<file path="src/rtl/pc_fetch_ctrl_pkg.sv">
// Shared types and constants for the PC / instruction-fetch controller.
package pc_fetch_ctrl_pkg;

  localparam int unsigned XLEN = 32;
  localparam logic [XLEN-1:0] RESET_VEC_DEFAULT = 32'h0000_0000;

  // Next-PC source select; codes 6 and 7 are reserved and fall back to pc+4.
  typedef enum logic [2:0] {
    PC_PLUS4  = 3'd0,
    PC_JALR   = 3'd1,
    PC_BRANCH = 3'd2,
    PC_JAL    = 3'd3,
    PC_MTVEC  = 3'd4,
    PC_MEPC   = 3'd5
  } pc_src_t;

  typedef enum logic {
    IDLE  = 1'b0,
    FETCH = 1'b1
  } fetch_state_t;

  // Only computed control-flow targets are alignment-checked; CSR values and pc+4 are trusted.
  function automatic logic src_is_checked(input logic [2:0] sel);
    return (sel == PC_JALR) || (sel == PC_BRANCH) || (sel == PC_JAL);
  endfunction

endpackage

</file>
<file path="src/rtl/pc_fetch_ctrl_if.sv">
// Instruction-memory request/ready fetch channel.
interface pc_fetch_ctrl_if #(
  parameter int unsigned n = 32
);

  logic         imem_req;
  logic [n-1:0] imem_addr;
  logic         imem_ready;
  logic [n-1:0] imem_rdata;

  modport master (
    output imem_req,
    output imem_addr,
    input  imem_ready,
    input  imem_rdata
  );

  modport slave (
    input  imem_req,
    input  imem_addr,
    output imem_ready,
    output imem_rdata
  );

endinterface

</file>
<file path="src/rtl/pc_fetch_ctrl_pc_next_mux.sv">
// Combinational next-PC source select with target-misalignment flag.
module pc_next_mux
  import pc_fetch_ctrl_pkg::*;
#(
  parameter int unsigned n = 32
) (
  input  logic [2:0]   pc_source,
  input  logic [n-1:0] pc_plus4,
  input  logic [n-1:0] jal,
  input  logic [n-1:0] branch,
  input  logic [n-1:0] jalr,
  input  logic [n-1:0] mtvec,
  input  logic [n-1:0] mepc,
  output logic [n-1:0] target_c,
  output logic         misaligned_c
);

  // Source select; reserved codes behave as sequential fetch.
  always_comb begin
    target_c = pc_plus4;
    case (pc_source)
      PC_JALR:   target_c = jalr;
      PC_BRANCH: target_c = branch;
      PC_JAL:    target_c = jal;
      PC_MTVEC:  target_c = mtvec;
      PC_MEPC:   target_c = mepc;
      default:   target_c = pc_plus4;
    endcase
  end

  // Word alignment check on computed jump/branch targets only.
  always_comb begin
    misaligned_c = src_is_checked(pc_source) && (target_c[1:0] != 2'b00);
  end

endmodule

</file>
<file path="src/rtl/pc_fetch_ctrl.sv">
// Architectural PC register, next-PC commit and instruction fetch handshake.
module pc_fetch_ctrl
  import pc_fetch_ctrl_pkg::*;
#(
  parameter int unsigned n         = 32,
  parameter logic [n-1:0] RESET_VEC = n'(RESET_VEC_DEFAULT)
) (
  input  logic                   clk,
  input  logic                   rst_n,
  input  logic                   fetch_en,
  input  logic                   pc_write,
  input  logic [2:0]             pc_source,
  input  logic [n-1:0]           jal,
  input  logic [n-1:0]           branch,
  input  logic [n-1:0]           jalr,
  input  logic [n-1:0]           mtvec,
  input  logic [n-1:0]           mepc,
  pc_fetch_ctrl_if.master        imem,
  output logic [n-1:0]           pc,
  output logic [n-1:0]           pc_plus4,
  output logic [n-1:0]           ir,
  output logic                   ir_valid,
  output logic                   busy,
  output logic                   misalign_trap
);

  fetch_state_t state_q, state_d;

  logic [n-1:0] target_c;
  logic         misaligned_c;
  logic         write_ok_c;

  logic [n-1:0] pend_q;
  logic         pend_valid_q;

  logic         ir_load_c;
  logic         pc_load_c;
  logic [n-1:0] pc_load_val_c;
  logic         pend_set_c;
  logic         pend_clr_c;

  assign pc_plus4   = pc + n'(4);
  assign write_ok_c = pc_write && !misaligned_c;

  pc_next_mux #(.n(n)) u_next_mux (
    .pc_source    (pc_source),
    .pc_plus4     (pc_plus4),
    .jal          (jal),
    .branch       (branch),
    .jalr         (jalr),
    .mtvec        (mtvec),
    .mepc         (mepc),
    .target_c     (target_c),
    .misaligned_c (misaligned_c)
  );

  // Request and address come straight from state and the PC register so they stay stable in FETCH.
  assign imem.imem_req  = (state_q == FETCH);
  assign imem.imem_addr = pc;
  assign busy           = (state_q == FETCH);

  // FSM state register.
  always_ff @(posedge clk or negedge rst_n) begin
    if (!rst_n) begin
      state_q <= IDLE;
    end else begin
      state_q <= state_d;
    end
  end

  // Next state and datapath strobes; PC writes during FETCH are deferred via the pending slot.
  always_comb begin
    state_d       = state_q;
    ir_load_c     = 1'b0;
    pc_load_c     = 1'b0;
    pc_load_val_c = pc;
    pend_set_c    = 1'b0;
    pend_clr_c    = 1'b0;
    case (state_q)
      IDLE: begin
        if (fetch_en) begin
          state_d = FETCH;
        end
        if (write_ok_c) begin
          pc_load_c     = 1'b1;
          pc_load_val_c = target_c;
        end
      end
      FETCH: begin
        if (imem.imem_ready) begin
          state_d    = IDLE;
          ir_load_c  = 1'b1;
          pend_clr_c = 1'b1;
          if (write_ok_c) begin
            pc_load_c     = 1'b1;
            pc_load_val_c = target_c;
          end else if (pend_valid_q) begin
            pc_load_c     = 1'b1;
            pc_load_val_c = pend_q;
          end
        end else if (write_ok_c) begin
          pend_set_c = 1'b1;
        end
      end
      default: begin
        state_d = IDLE;
      end
    endcase
  end

  // PC, IR, pending target and status pulses.
  always_ff @(posedge clk or negedge rst_n) begin
    if (!rst_n) begin
      pc            <= RESET_VEC;
      ir            <= '0;
      ir_valid      <= 1'b0;
      misalign_trap <= 1'b0;
      pend_q        <= '0;
      pend_valid_q  <= 1'b0;
    end else begin
      ir_valid      <= ir_load_c;
      misalign_trap <= pc_write && misaligned_c;
      if (pc_load_c) begin
        pc <= pc_load_val_c;
      end
      if (ir_load_c) begin
        ir <= imem.imem_rdata;
      end
      if (pend_clr_c) begin
        pend_valid_q <= 1'b0;
      end else if (pend_set_c) begin
        pend_q       <= target_c;
        pend_valid_q <= 1'b1;
      end
    end
  end

endmodule

</file>
<file path="src/flat_wrapper.sv">
// flat-port wrapper written by rule: the top's interface ports become plain ports
module pc_fetch_ctrl_flat import pc_fetch_ctrl_pkg::*;
#(
  parameter int unsigned n         = 32,
  parameter logic [n-1:0] RESET_VEC = n'(RESET_VEC_DEFAULT)
)
  (clk, rst_n, fetch_en, pc_write, pc_source, jal, branch, jalr, mtvec, mepc, pc, pc_plus4, ir, ir_valid, busy, misalign_trap, imem_imem_req, imem_imem_addr, imem_imem_ready, imem_imem_rdata);
  pc_fetch_ctrl_if #(.n(n)) imem_i ();
  input  logic clk;
  input  logic rst_n;
  input  logic fetch_en;
  input  logic pc_write;
  input  logic [2:0] pc_source;
  input  logic [n-1:0] jal;
  input  logic [n-1:0] branch;
  input  logic [n-1:0] jalr;
  input  logic [n-1:0] mtvec;
  input  logic [n-1:0] mepc;
  output logic [n-1:0] pc;
  output logic [n-1:0] pc_plus4;
  output logic [n-1:0] ir;
  output logic ir_valid;
  output logic busy;
  output logic misalign_trap;
  output wire logic [$bits(imem_i.imem_req)-1:0] imem_imem_req;
  output wire logic [$bits(imem_i.imem_addr)-1:0] imem_imem_addr;
  input wire logic [$bits(imem_i.imem_ready)-1:0] imem_imem_ready;
  input wire logic [$bits(imem_i.imem_rdata)-1:0] imem_imem_rdata;
  assign imem_imem_req = imem_i.imem_req;
  assign imem_imem_addr = imem_i.imem_addr;
  assign imem_i.imem_ready = imem_imem_ready;
  assign imem_i.imem_rdata = imem_imem_rdata;
  pc_fetch_ctrl #(.n(n), .RESET_VEC(RESET_VEC)) u_core (.clk(clk), .rst_n(rst_n), .fetch_en(fetch_en), .pc_write(pc_write), .pc_source(pc_source), .jal(jal), .branch(branch), .jalr(jalr), .mtvec(mtvec), .mepc(mepc), .imem(imem_i), .pc(pc), .pc_plus4(pc_plus4), .ir(ir), .ir_valid(ir_valid), .busy(busy), .misalign_trap(misalign_trap));
endmodule
</file>
<file path="config.mk">
export PLATFORM = sky130hd
export DESIGN_NAME = pc_fetch_ctrl_flat
export DESIGN_NICKNAME = d
export VERILOG_FILES = /design/src/rtl/pc_fetch_ctrl_pkg.sv /design/src/rtl/pc_fetch_ctrl_if.sv /design/src/rtl/pc_fetch_ctrl_pc_next_mux.sv /design/src/rtl/pc_fetch_ctrl.sv /design/src/flat_wrapper.sv
export SDC_FILE = /design/constraint.sdc
export NUM_CORES = 1
export LEC_CHECK = 0
export CAP_MARGIN = 10
export CORE_MARGIN = 4
export CORE_UTILIZATION = 42
export CTS_BUF_LIST = sky130_fd_sc_hd__clkbuf_8
export DETAILED_ROUTE_END_ITERATION = 12
export MAX_ROUTING_LAYER = met4
export PLACE_DENSITY = 0.83
export SYNTH_ARGS = -nofsm -noshare
export SYNTH_HDL_FRONTEND = slang
export SYNTH_SLANG_ARGS = --single-unit
</file>
<file path="constraint.sdc">
create_clock -name clk -period 2.7 [get_ports clk]
set_input_delay 0.675 -clock clk [delete_from_list [all_inputs] [get_ports clk]]
set_output_delay 0.675 -clock clk [all_outputs]
set_load 0.02 [all_outputs]
</file>
# After elaboration in Yosys (flattened, before gate mapping)
# Cells that the tools add are included.
word_totals:
  ff_bits: 100
  out_inout_bits: 132
  inputBits: 200
op_classes:
  reduce_logical: 10
  mux: 20
  n_addsub: 1
  eq_ne: 8
  bitwise_logic: 2
ops:
  columns: ["operator", "n"]
  rows:
  - ["case mux 32 bit (5 select lines)", 1]
  - ["two-way mux 32 bit", 4]
  - ["case mux 32 bit (2 select lines)", 1]
  - ["adder 32 x 3 -> 32 bit (second input constant)", 1]
  - ["two-way mux 1 bit", 12]
  - ["equality test 3 x 2 -> 1 bit (second input constant)", 2]
  - ["equality test 3 bit (second input constant)", 2]
  - ["case mux 1 bit (2 select lines)", 2]
  - ["AND reduction 4 bit", 1]
  - ["nonzero test 2 bit", 2]
  - ["equality test 3 x 1 -> 1 bit (second input constant)", 1]
  - ["logical AND 1 bit", 3]
  - ["inequality test 3 bit (second input constant)", 1]
  - ["logical OR 1 bit", 2]
  - ["inequality test 2 x 1 -> 1 bit (second input constant)", 1]
  - ["inequality test 2 bit (second input constant)", 1]
  - ["inverter 1 bit", 2]
  - ["AND reduction 2 bit", 1]
  - ["logical NOT 1 bit", 1]

# Longest topological paths before layout
# Gate-level depths: netlist (run 1).
logic_depth:
  ltp_word: 11
  mapped_depth: 10

# Cells and area by module
# A second synthesis (run 1) with hierarchy kept.
unflattened:
  hier_cells: 699
  hier_area_um2: 6434.9
modules_own_cells:
  columns: ["mod", "cells_each", "area_each_um2", "instances", "seq_area_each_um2"]
  rows:
  - ["pc_fetch_ctrl", 410, 4784.6, 1, 2502.4]
  - ["pc_next_mux", 289, 1650.3, 1, 0.0]

# Worst setup path after synthesis (run 1)
# Ideal clock, no wire load.
synth_path:
  kind: "register -> output"
  startpoint: "reg u_core.pc[2], in the netlist u_core.imem.imem_addr[2]"
  endpoint: "out pc_plus4[22]"
  stages_incl_launch_ff: 6
  required_ns: 2.025
  path_slack_ns: 0.070
  arrival_ns: 1.955
  path_cell_list: "dfrtp_1 -> ha_1 -> inv_1 -> nor4_2 -> nand3_1 -> xnor2_1"
synth_via:
  elab_chain_len: 1
synth_rtl:
  columns: ["element", "line", "source"]
  rows:
  - ["start, declared", "pc_fetch_ctrl.sv:19", "output logic [n-1:0] pc,"]
  - ["start signal, assigned", "pc_fetch_ctrl.sv:124", "pc <= pc_load_val_c;"]
  - ["adder 32 x 3 -> 32 bit", "pc_fetch_ctrl.sv:42", "assign pc_plus4 = pc + n'(4);"]
  - ["end, declared", "flat_wrapper.sv:20", "output logic [n-1:0] pc_plus4;"]
# Every way passes these cells.

# Worst setup path after layout (run 1)
layout_path:
  startpoint: "reg u_core.pc[19], in the netlist u_core.imem.imem_addr[19]"
  endpoint: "out pc_plus4[26]"
# Same word-level chain as after synthesis.

==> results of run 1 <==
## worst register-to-register path: stages (launching register included)
cell and delay [ns]:
dfrtp_1 0.40, buf_6 0.19, nand4_1 0.27, buf_4 0.26, nor2_2 0.22, nand4_1 0.24
xor2_2 0.24, buf_4 0.15, buf_4 0.13, a2111oi_0 0.43, a221o_1 0.18
## state kept, by name (all words and copies together) (netlist names)
register	count
u_core.misalign_trap	1
u_core.pend_valid_q	1
u_core.imem.imem_addr	32
u_core.ir_valid	1
u_core.ir	32
u_core.busy	1
u_core.pend_q	32
## cell usage in the layout, fill, tap and decap left out, types with 12 or more instances in the layout
cell	instances
a21oi_1	52
a221o_1	31
a22oi_1	17
buf_4	140
buf_6	24
clkdlybuf4s50_1	299
dfrtp_1	94
inv_1	39
mux2_1	13
mux2_2	42
mux2i_1	29
nand2_1	30
nand2b_1	14
nor2_1	24
nor3_1	20
o21ai_0	39
o22ai_1	15
xor2_2	12
## per-layer routing
| metal | share of wire [%] | vias to the layer above | wire, um |
|---|---|---|---|
| met5 | 0 | - | 0 |
| met3 | 8.5 | 126 | 2640 |
| met2 | 49 | 547 | 15200 |
| met4 | 5.1 | 0 | 1570 |
| met1 | 37 | 3779 | 11500 |
| li1 | - | 3400 | - |
## stage by stage
stage	hold WS [ns]	cell area, sq um
floorplan	0.379	6710
global placement	0.459	10600
detailed placement	0.473	10600
CTS	0.284	11100
global route	0.286	11600
finish	0.260	11600
## cell families after synthesis
kind of cell / Yosys count / synth area share (%)
adder cells (fa/ha/maj): 1 / 0.187
XOR/XNOR: 25 / 3.26
flip-flops: 100 / 37.3
AO/OA/AOI/OAI: 216 / 23.0
multiplexers: 86 / 14.1
buffers and inverters: 126 / 9.96
AND/OR/NAND/NOR: 156 / 12.1
## where the power goes
group	total, mW	internal, mW	switching [mW]
registers	2.46	2.01	0.453
logic	4.87	2.42	2.45
clock network	1.00	0.436	0.566
## cell type report
type / instances / share of cell area [%]
well taps: 211 / 2.28
clock inverters: 7 / 0.638
flip-flops and latches: 100 / 21.7
repair buffers: 481 / 39.1
multi-input cells: 484 / 33.9
clock buffers: 9 / 1.07
inverters: 42 / 1.36
## what timing repair did
item / in CTS / in global routing
pin swaps: 13 / 22
cloned: 0 / 0
gates resized for setup: 66 / 75
setup buffers: 15 / 23
setup endpoints to repair: 27 / 74
## worst paths after layout
| kind | end | cells after the start |
|---|---|---|
| hold reg to reg | u_core.pend_valid_q | 1 |
| setup reg to reg | u_core.imem.imem_addr[26] | 10 |
| setup / recovery | pc_plus4[26] | 8 |
| hold / removal | u_core.imem.imem_addr[5] | 1 |
| min in group clk | u_core.pend_valid_q | 1 |
| max in group asynchronous | u_core.imem.imem_addr[22] | 2 |
==> run summary, run 1 <==
Port Buffers -> 331
# placed instances -> 1280
GRT Residual Overflow -> 0
Crit path from -> u_core.imem.imem_addr[19]
PD cells -> 720 mW/mm^2
Buf+Inv Stages, Crit Path -> 4
First drt pass iteration count -> 5
Tot Pwr -> 8.33 mW
Vias in the first global route -> 7495
Syn avg cell area -> 9.45 sq um
DRC -> 0
CTS Hold Bufs -> 0
Slew Limit Fails -> 0
H-tree levels -> 3
Die Area -> 0.0181 sq mm
Critical path type -> reg2out
Final Core Density -> 75.0%
Slew margin rel. -> 59.8%
Fin cells -> 1334
Met1 Usage GRT -> 38.6%
Global-route wire length before repair -> 42300 um
WL final -> 30900 um
Core area -> 0.0154 sq mm
CP max-delay cell -> dfrtp_1
CP Data Arrival Time -> 2.43 ns
Cell variety after synth -> 68
Final worst path period share -> 115%
Most common cell in the synthesized netlist -> dfrtp_1
Hold Path Class -> in2async
Syn-to-layout area delta -> 72.5%
Die W -> 134 um
CP Launch Type -> flip-flop
Post-route minimum period -> 3.10 ns
R2r startpoint -> u_core.imem.imem_addr[19]
Worst-path clk slew -> 0.10 ns
Critical Path End Type -> primary output
DP HPWL -> 21800 um
Ratio of cells with drive above 1 in the final layout -> 27.0%
Global routing usage on met3 -> 4.54%
Initial DRC count -> 879
Peak supply drop -> 0.000500 V
Status -> finished with violations
Root buffer cell -> clkbuf_8
GRT Total Usage -> 30.9%
Worst clock skew -> 0.0123 ns
CTS tree -> built
Number of synthesized flops with an enable pin -> 0
Mapped Cells -> 710
I/O Pins -> 332
Leak -> 4.90 nW
Flip-flop and latch area -> 0.00251 sq mm
CP required -> 2.03 ns
Multi-input logic area -> 0.00392 sq mm
Sink Count -> 100
Largest net degree at the start of global routing -> 63
Most frequent cells after synthesis -> dfrtp_1 (100), a21oi_1 (52), mux2_2 (42), inv_1 (39), o21ai_0 (39)
Top Usage Layer GRT -> met2
Diodes inserted -> 0
GR Layer Usage met2 -> 50.9%
WL per Instance -> 23.2 um
R2R Setup Slk -> -0.06 ns
Fin Setup TNS -> -3.97 ns
Initial core utilization -> 43.5%
Main area contributors after synthesis -> dfrtp_1 (37%), mux2_2 (7.1%), a221o_1 (4.6%)
TritonCTS Buffers -> 9
Yosys top cell by area -> dfrtp_1
Remaining antenna violation count -> 0
Max cap viols -> 0
Post-synthesis sequential area ratio -> 37.3%
Total of warnings raised by yosys -> 0
Antenna violations before repair -> 0
FF+latch count, synth -> 100
Max incr delay on CP -> 0.40 ns
Synth top area share -> 37.3%
Slew @ Worst Pin -> 0.588 ns
FFs w/ async S/R, synth -> 100%
Post-layout nets -> 1319
Max Root-Sink Buffers -> 2
Final WS setup -> -0.402 ns
Synthesized Nets -> 911
Main synth FF type -> dfrtp_1
Crit-path cells -> buf_6 -> nand4_1 -> buf_4 -> nor2_2 -> nand4_1 -> xor2_2 -> inv_1 -> buf_6
Pre-CTS WS -> -0.340 ns
Worst-path fanout max -> 8
Clk_lat worst skew -> 0.38 ns
DR vias -> 7852
Final hold violations -> 0
Die H -> 134 um
Top delay family on crit path -> simple AND/OR/NAND/NOR gates
Fmax -> 322 MHz
Mapped Area -> 0.00671 sq mm
Failing checks -> setup timing
RSZ-0062 raised after global routing -> yes
Avg Vias per Cell -> 5.89
GPL Wtd Cong -> 0.959
Final setup vio count -> 21
Fill count -> 1062
Row cnt -> 45
Note: power is estimated with default switching activity, not from simulation.
==> run 2, diff against run 1 <==
ABC_AREA = 1   (was default)
MAX_ROUTING_LAYER = default   (was met4)
==> run summary, run 2 <==
Status -> finished with violations
Failing checks -> setup timing
Max Root-Sink Buffers -> 2
Mapped Cells -> 994
Mapped Area -> 0.00665 sq mm
WL per Instance -> 18.8 um
FFs w/ async S/R, synth -> 100%
H-tree levels -> 3
CP required -> 2.03 ns
Fill count -> 1258
Vias in the first global route -> 8091
Ratio of cells with drive above 1 in the final layout -> 15.9%
Critical path type -> reg2out
Initial core utilization -> 43.2%
Syn-to-layout area delta -> 67.7%
Avg Vias per Cell -> 5.32
PD cells -> 847 mW/mm^2
Antenna violations before repair -> 6
Commonest non-fill, non-tap cell in the layout -> nand2_1
Initial DRC count -> 942
Final WS setup -> -0.0224 ns
Final setup vio count -> 1
Most common cell in the synthesized netlist -> nand2_1
Die H -> 134 um
Post-route minimum period -> 2.72 ns
Global-route wire length before repair -> 45300 um
# placed instances -> 1555
Number of synthesized flops with an enable pin -> 0
Fin cells -> 1600
GRT Residual Overflow -> 0
Most frequent cells in the layout -> nand2_1 (440), clkdlybuf4s50_1 (302), buf_4 (123), dfrtp_1 (96), inv_1 (55)
Total of warnings raised by yosys -> 0
Row cnt -> 45
Clk_lat worst skew -> 0.40 ns
Main area contributors after synthesis -> dfrtp_1 (38%), nand2_1 (25%), nand3b_1 (4.5%)
Hold Path Class -> in2async
Yosys top cell by area -> dfrtp_1
FF+latch count, synth -> 100
Critical Path End Type -> primary output
Max cap viols -> 0
Final worst path period share -> 101%
Worst-path clk slew -> 0.12 ns
Synth top area share -> 37.6%
CP Launch Type -> flip-flop
Fin Setup TNS -> -0.0224 ns
Worst-path fanout max -> 5
Slew @ Worst Pin -> 0.902 ns
Largest net degree at the start of global routing -> 45
Fmax -> 367 MHz
Port Buffers -> 331
Core area -> 0.0154 sq mm
Die W -> 134 um
Cell variety after synth -> 36
TritonCTS Buffers -> 9
CP Data Arrival Time -> 2.05 ns
Root buffer cell -> clkbuf_8
Slew margin rel. -> 39.5%
WL final -> 30100 um
Die Area -> 0.0179 sq mm
Peak supply drop -> 0.000677 V
GRT Total Usage -> 32.2%
Most frequent cells after synthesis -> nand2_1 (449), dfrtp_1 (100), nand3_1 (58), inv_1 (55), nor2_1 (52)
Post-synthesis sequential area ratio -> 37.6%
I/O Pins -> 332
Sink Count -> 100
Syn avg cell area -> 6.69 sq um
Leak -> 5.31 nW
Worst clock skew -> 0.0150 ns
DP HPWL -> 23500 um
Post-layout nets -> 1579
DRC -> 0
Synthesized Nets -> 1195
Slew Limit Fails -> 0
Remaining antenna violation count -> 0
Final hold violations -> 0
First drt pass iteration count -> 6
GPL Wtd Cong -> 0.951
CTS tree -> built
DR vias -> 8507
RSZ-0062 raised after global routing -> yes
Main synth FF type -> dfrtp_1
[run 2: cell count changes in the layout (fill, tap and decap cells not counted), moves of 16 or more]
cell and delta:
a21oi_1 -37, a221o_1 -31, buf_4 -17, buf_6 -24
inv_1 +16, mux2_2 -42, mux2i_1 -29, nand2_1 +410
nand3_1 +44, nand3b_1 +40, nand4_1 +21, nor3_1 -16
[run 2: worst max-delay path, stage by stage (launching register included)]
cell     delay (ns)
dfrtp_1        0.38
buf_4          0.17
nand2_2        0.11
nor2_4         0.15
buf_4          0.13
nand2_2        0.08
nor2_1         0.14
xor2_1         0.28
buf_4          0.21
[run 2: logic make-up after synthesis]
group / synth area share (%)
compound gates: 7.43
xor+xnor: 1.98
flops: 37.6
simple gates: 42.2
buf+inv: 10.5
fa+ha+maj: 0.188
[run 2: worst paths after layout]
path                                               start                         to  slack [ns]  cells after the start
worst max-delay path            u_core.imem.imem_addr[6]               pc_plus4[18]       -0.02                      8
worst min-delay path                               rst_n              u_core.ir[31]        0.27                      1
worst max register to register  u_core.imem.imem_addr[6]  u_core.imem.imem_addr[14]        0.01                     20
worst min register to register             u_core.ir[10]              u_core.ir[10]        0.49                      2
max in group asynchronous                          rst_n           u_core.pend_q[4]        1.71                      2
min in group clk                           u_core.ir[10]              u_core.ir[10]        0.49                      2
[run 2: what timing repair did]
action                                  CTS  global route
pin swaps                                 2            10
resized for setup                        71            45
endpoints found under the setup margin   27            27
hold buffers                              0             0
buffers inserted                         10            13
[run 2: metal layers]
layer	routed length [um]	vias to the layer above	global-route usage (%)	part of all wire, %
met4	1350	0	13.5	4.5
met2	14200	531	53.0	47
li1	-	3922	-	-
met1	11700	3978	40.9	39
met3	2910	76	7.24	9.6
met5	0	-	0	0
[run 2: per-stage QoR]
stage | instance area [sq um] | worst slack, ns | hold WS, ns | util, % | power (mW)
after floorplan | 6650 | 0.209 | 0.379 | - | 5.22
after global placement | 10600 | -0.148 | 0.460 | 69.0 | 7.96
after detailed placement | 10600 | -0.184 | 0.464 | 69.0 | 8.05
after CTS | 11000 | -0.109 | 0.269 | 71.4 | 9.23
after global routing | 11100 | -0.134 | 0.284 | 72.5 | 9.92
final | 11100 | -0.0224 | 0.267 | 72.5 | 9.44
[run 2: area by class of cell]
type	instances	area, sq um	area share, %
Timing Repair Buffer	456	4290	38.5
Multi-Input combinational cell	753	3630	32.6
Clock inverter	7	103	0.920
Clock buffer	9	124	1.11
Tap cell	211	264	2.37
Inverter	58	218	1.95
Antenna cell	6	15.0	0.135
Sequential cell	100	2510	22.5
[run 2: where the power goes]
group / total, mW / leakage, nW / switching, mW / internal, mW
Sequential: 2.44 / 1.24 / 0.420 / 2.02
Combinational: 5.90 / 3.95 / 3.20 / 2.70
Clock: 1.10 / 0.114 / 0.638 / 0.464
Total: 9.44 / 5.31 / 4.26 / 5.19
==> run 3, diff against run 2 <==
CORE_UTILIZATION = 41   (was 42)
CTS_BUF_LIST = default   (was sky130_fd_sc_hd__clkbuf_8)
PLACE_DENSITY = 0.82   (was 0.83)
==> run summary, run 3 (synthesized netlist as in run 2, its figures left out) <==
Post-layout nets -> 1569
Fin cells -> 1595
Core area -> 0.0159 sq mm
DR vias -> 8228
CP Launch Type -> flip-flop
Worst clock skew -> 0.00966 ns
GRT Residual Overflow -> 0
CP Data Arrival Time -> 1.97 ns
Global-route wire length before repair -> 45000 um
Largest net degree at the start of global routing -> 39
Most frequent cells in the layout -> nand2_1 (448), clkdlybuf4s50_1 (302), buf_4 (107), dfrtp_1 (95), nand3_1 (55)
First drt pass iteration count -> 5
Initial DRC count -> 756
Worst-path clk slew -> 0.08 ns
Vias in the first global route -> 8198
Worst-path fanout max -> 3
WL per Instance -> 18.5 um
Die Area -> 0.0183 sq mm
Crit path from -> u_core.imem.imem_addr[3]
Commonest non-fill, non-tap cell in the layout -> nand2_1
Syn-to-layout area delta -> 67.7%
DRC -> 0
I/O Pins -> 332
Critical Path End Type -> primary output
Final worst path period share -> 98.0%
Row cnt -> 46
Met2 WL post-DR -> 14300 um
Post-route minimum period -> 2.65 ns
Final instance area -> 0.0111 sq mm
Port Buffers -> 331
R2r startpoint -> u_core.imem.imem_addr[7]
WL final -> 29500 um
Slew Limit Fails -> 0
CP required -> 2.03 ns
# placed instances -> 1570
Hold Path Class -> in2async
Final hold violations -> 0
GRT Total Usage -> 31.4%
Leak -> 5.30 nW
TritonCTS Buffers -> 9
Die W -> 135 um
Max cap viols -> 0
GPL Wtd Cong -> 0.986
Die H -> 135 um
DP HPWL -> 23800 um
Sink Count -> 100
Slew margin rel. -> 39.9%
Post-Route M1 WL -> 11200 um
Pre-CTS WS -> -0.198 ns
Final setup vio count -> 0
PD cells -> 842 mW/mm^2
Fmax -> 378 MHz
R2R Setup Slk -> 0.51 ns
CTS Hold Bufs -> 0
Max Root-Sink Buffers -> 2
H-tree levels -> 3
Clk_lat worst skew -> 0.35 ns
Final WS setup -> 0.0545 ns
CTS tree -> built
Antenna violations before repair -> 6
Critical path type -> reg2out
RSZ-0062 raised after global routing -> yes
Peak supply drop -> 0.000556 V
Root buffer cell -> clkbuf_16
Initial core utilization -> 41.8%
Remaining antenna violation count -> 0
Routed wire length on met3 -> 2920 um
Uppermost routed layer -> met4
FF-to-FF End -> u_core.imem.imem_addr[13]
Slew @ Worst Pin -> 0.896 ns
Avg Vias per Cell -> 5.16
DP Area -> 0.0108 sq mm
Cells on worst reg2reg path -> 12
Final Core Density -> 70.2%
Status -> finished, final reports clean
Fill count -> 1282
Ratio of cells with drive above 1 in the final layout -> 14.3%
==> run 3: cell count changes in the layout (fill, tap and decap cells not counted), sizes merged <==
cell / previous run / this run
clkdlybuf4s15: 7 / 3
buf: 138 / 125
clkbuf: 13 / 17
dlygate4sd2: 4 / 7
clkinv: 3 / 4
bufinv: 1 / 0
==> run 3: metal layers <==
| layer | GRT usage [%] | vias up |
|---|---|---|
| met5 | 0 | - |
| li1 | - | 3905 |
| met2 | 54.0 | 458 |
| met3 | 7.69 | 67 |
| met1 | 37.8 | 3798 |
| met4 | 12.3 | 0 |
==> run 3: worst max-delay path: stages, from the launching register on <==
cell and delay [ns]:
dfrtp_1 0.43, ha_1 0.21, nand3_1 0.11, buf_4 0.18, inv_2 0.08, nand2_2 0.08, nor2_2 0.12, xor2_1 0.22
buf_4 0.18
==> run 3: worst max path at each step <==
stage,end,slack [ns],depth (start not counted)
after detailed placement,u_core.imem.imem_addr[13],-0.20,15
after global placement,u_core.imem.imem_addr[2],-0.14,14
after CTS,pc_plus4[28],0.002,9
after floorplan,pc_plus4[16],0.21,5
final,pc_plus4[18],0.05,8
after global routing,pc_plus4[30],-0.03,7
==> run 3: area by class of cell <==
class | count | area, sq um | area share [%]
tap | 216 | 270 | 2.42
clock buffer | 9 | 225 | 2.02
inverter | 58 | 218 | 1.95
timing repair buffer | 446 | 4270 | 38.3
antenna | 6 | 15.0 | 0.135
clock inverter | 7 | 86.3 | 0.774
multi-input combinational | 753 | 3560 | 31.9
sequential | 100 | 2510 | 22.5
==> run 3: through the flow <==
step                hold slack (ns)  total power, mW  setup TNS (ns)
global route                  0.294             9.91         -0.0584
detailed placement            0.464             8.05           -7.22
floorplan                     0.379             5.22               0
finish                        0.272             9.39               0
CTS                           0.285             9.34               0
global placement              0.460             7.96           -6.13
==> run 3: repair_timing <==
action	4_1_cts	5_1_grt
endpoints found under the setup margin	24	55
gates cloned	0	0
setup buffers	1	2
gates resized for setup	52	43
pin swaps	2	4
==> run 3: report_power, final <==
group | internal, mW | leakage (nW) | total [mW] | switching, mW
combinational | 2.54 | 3.90 | 5.60 | 3.06
sequential | 2.03 | 1.24 | 2.45 | 0.424
clock | 0.669 | 0.151 | 1.34 | 0.666
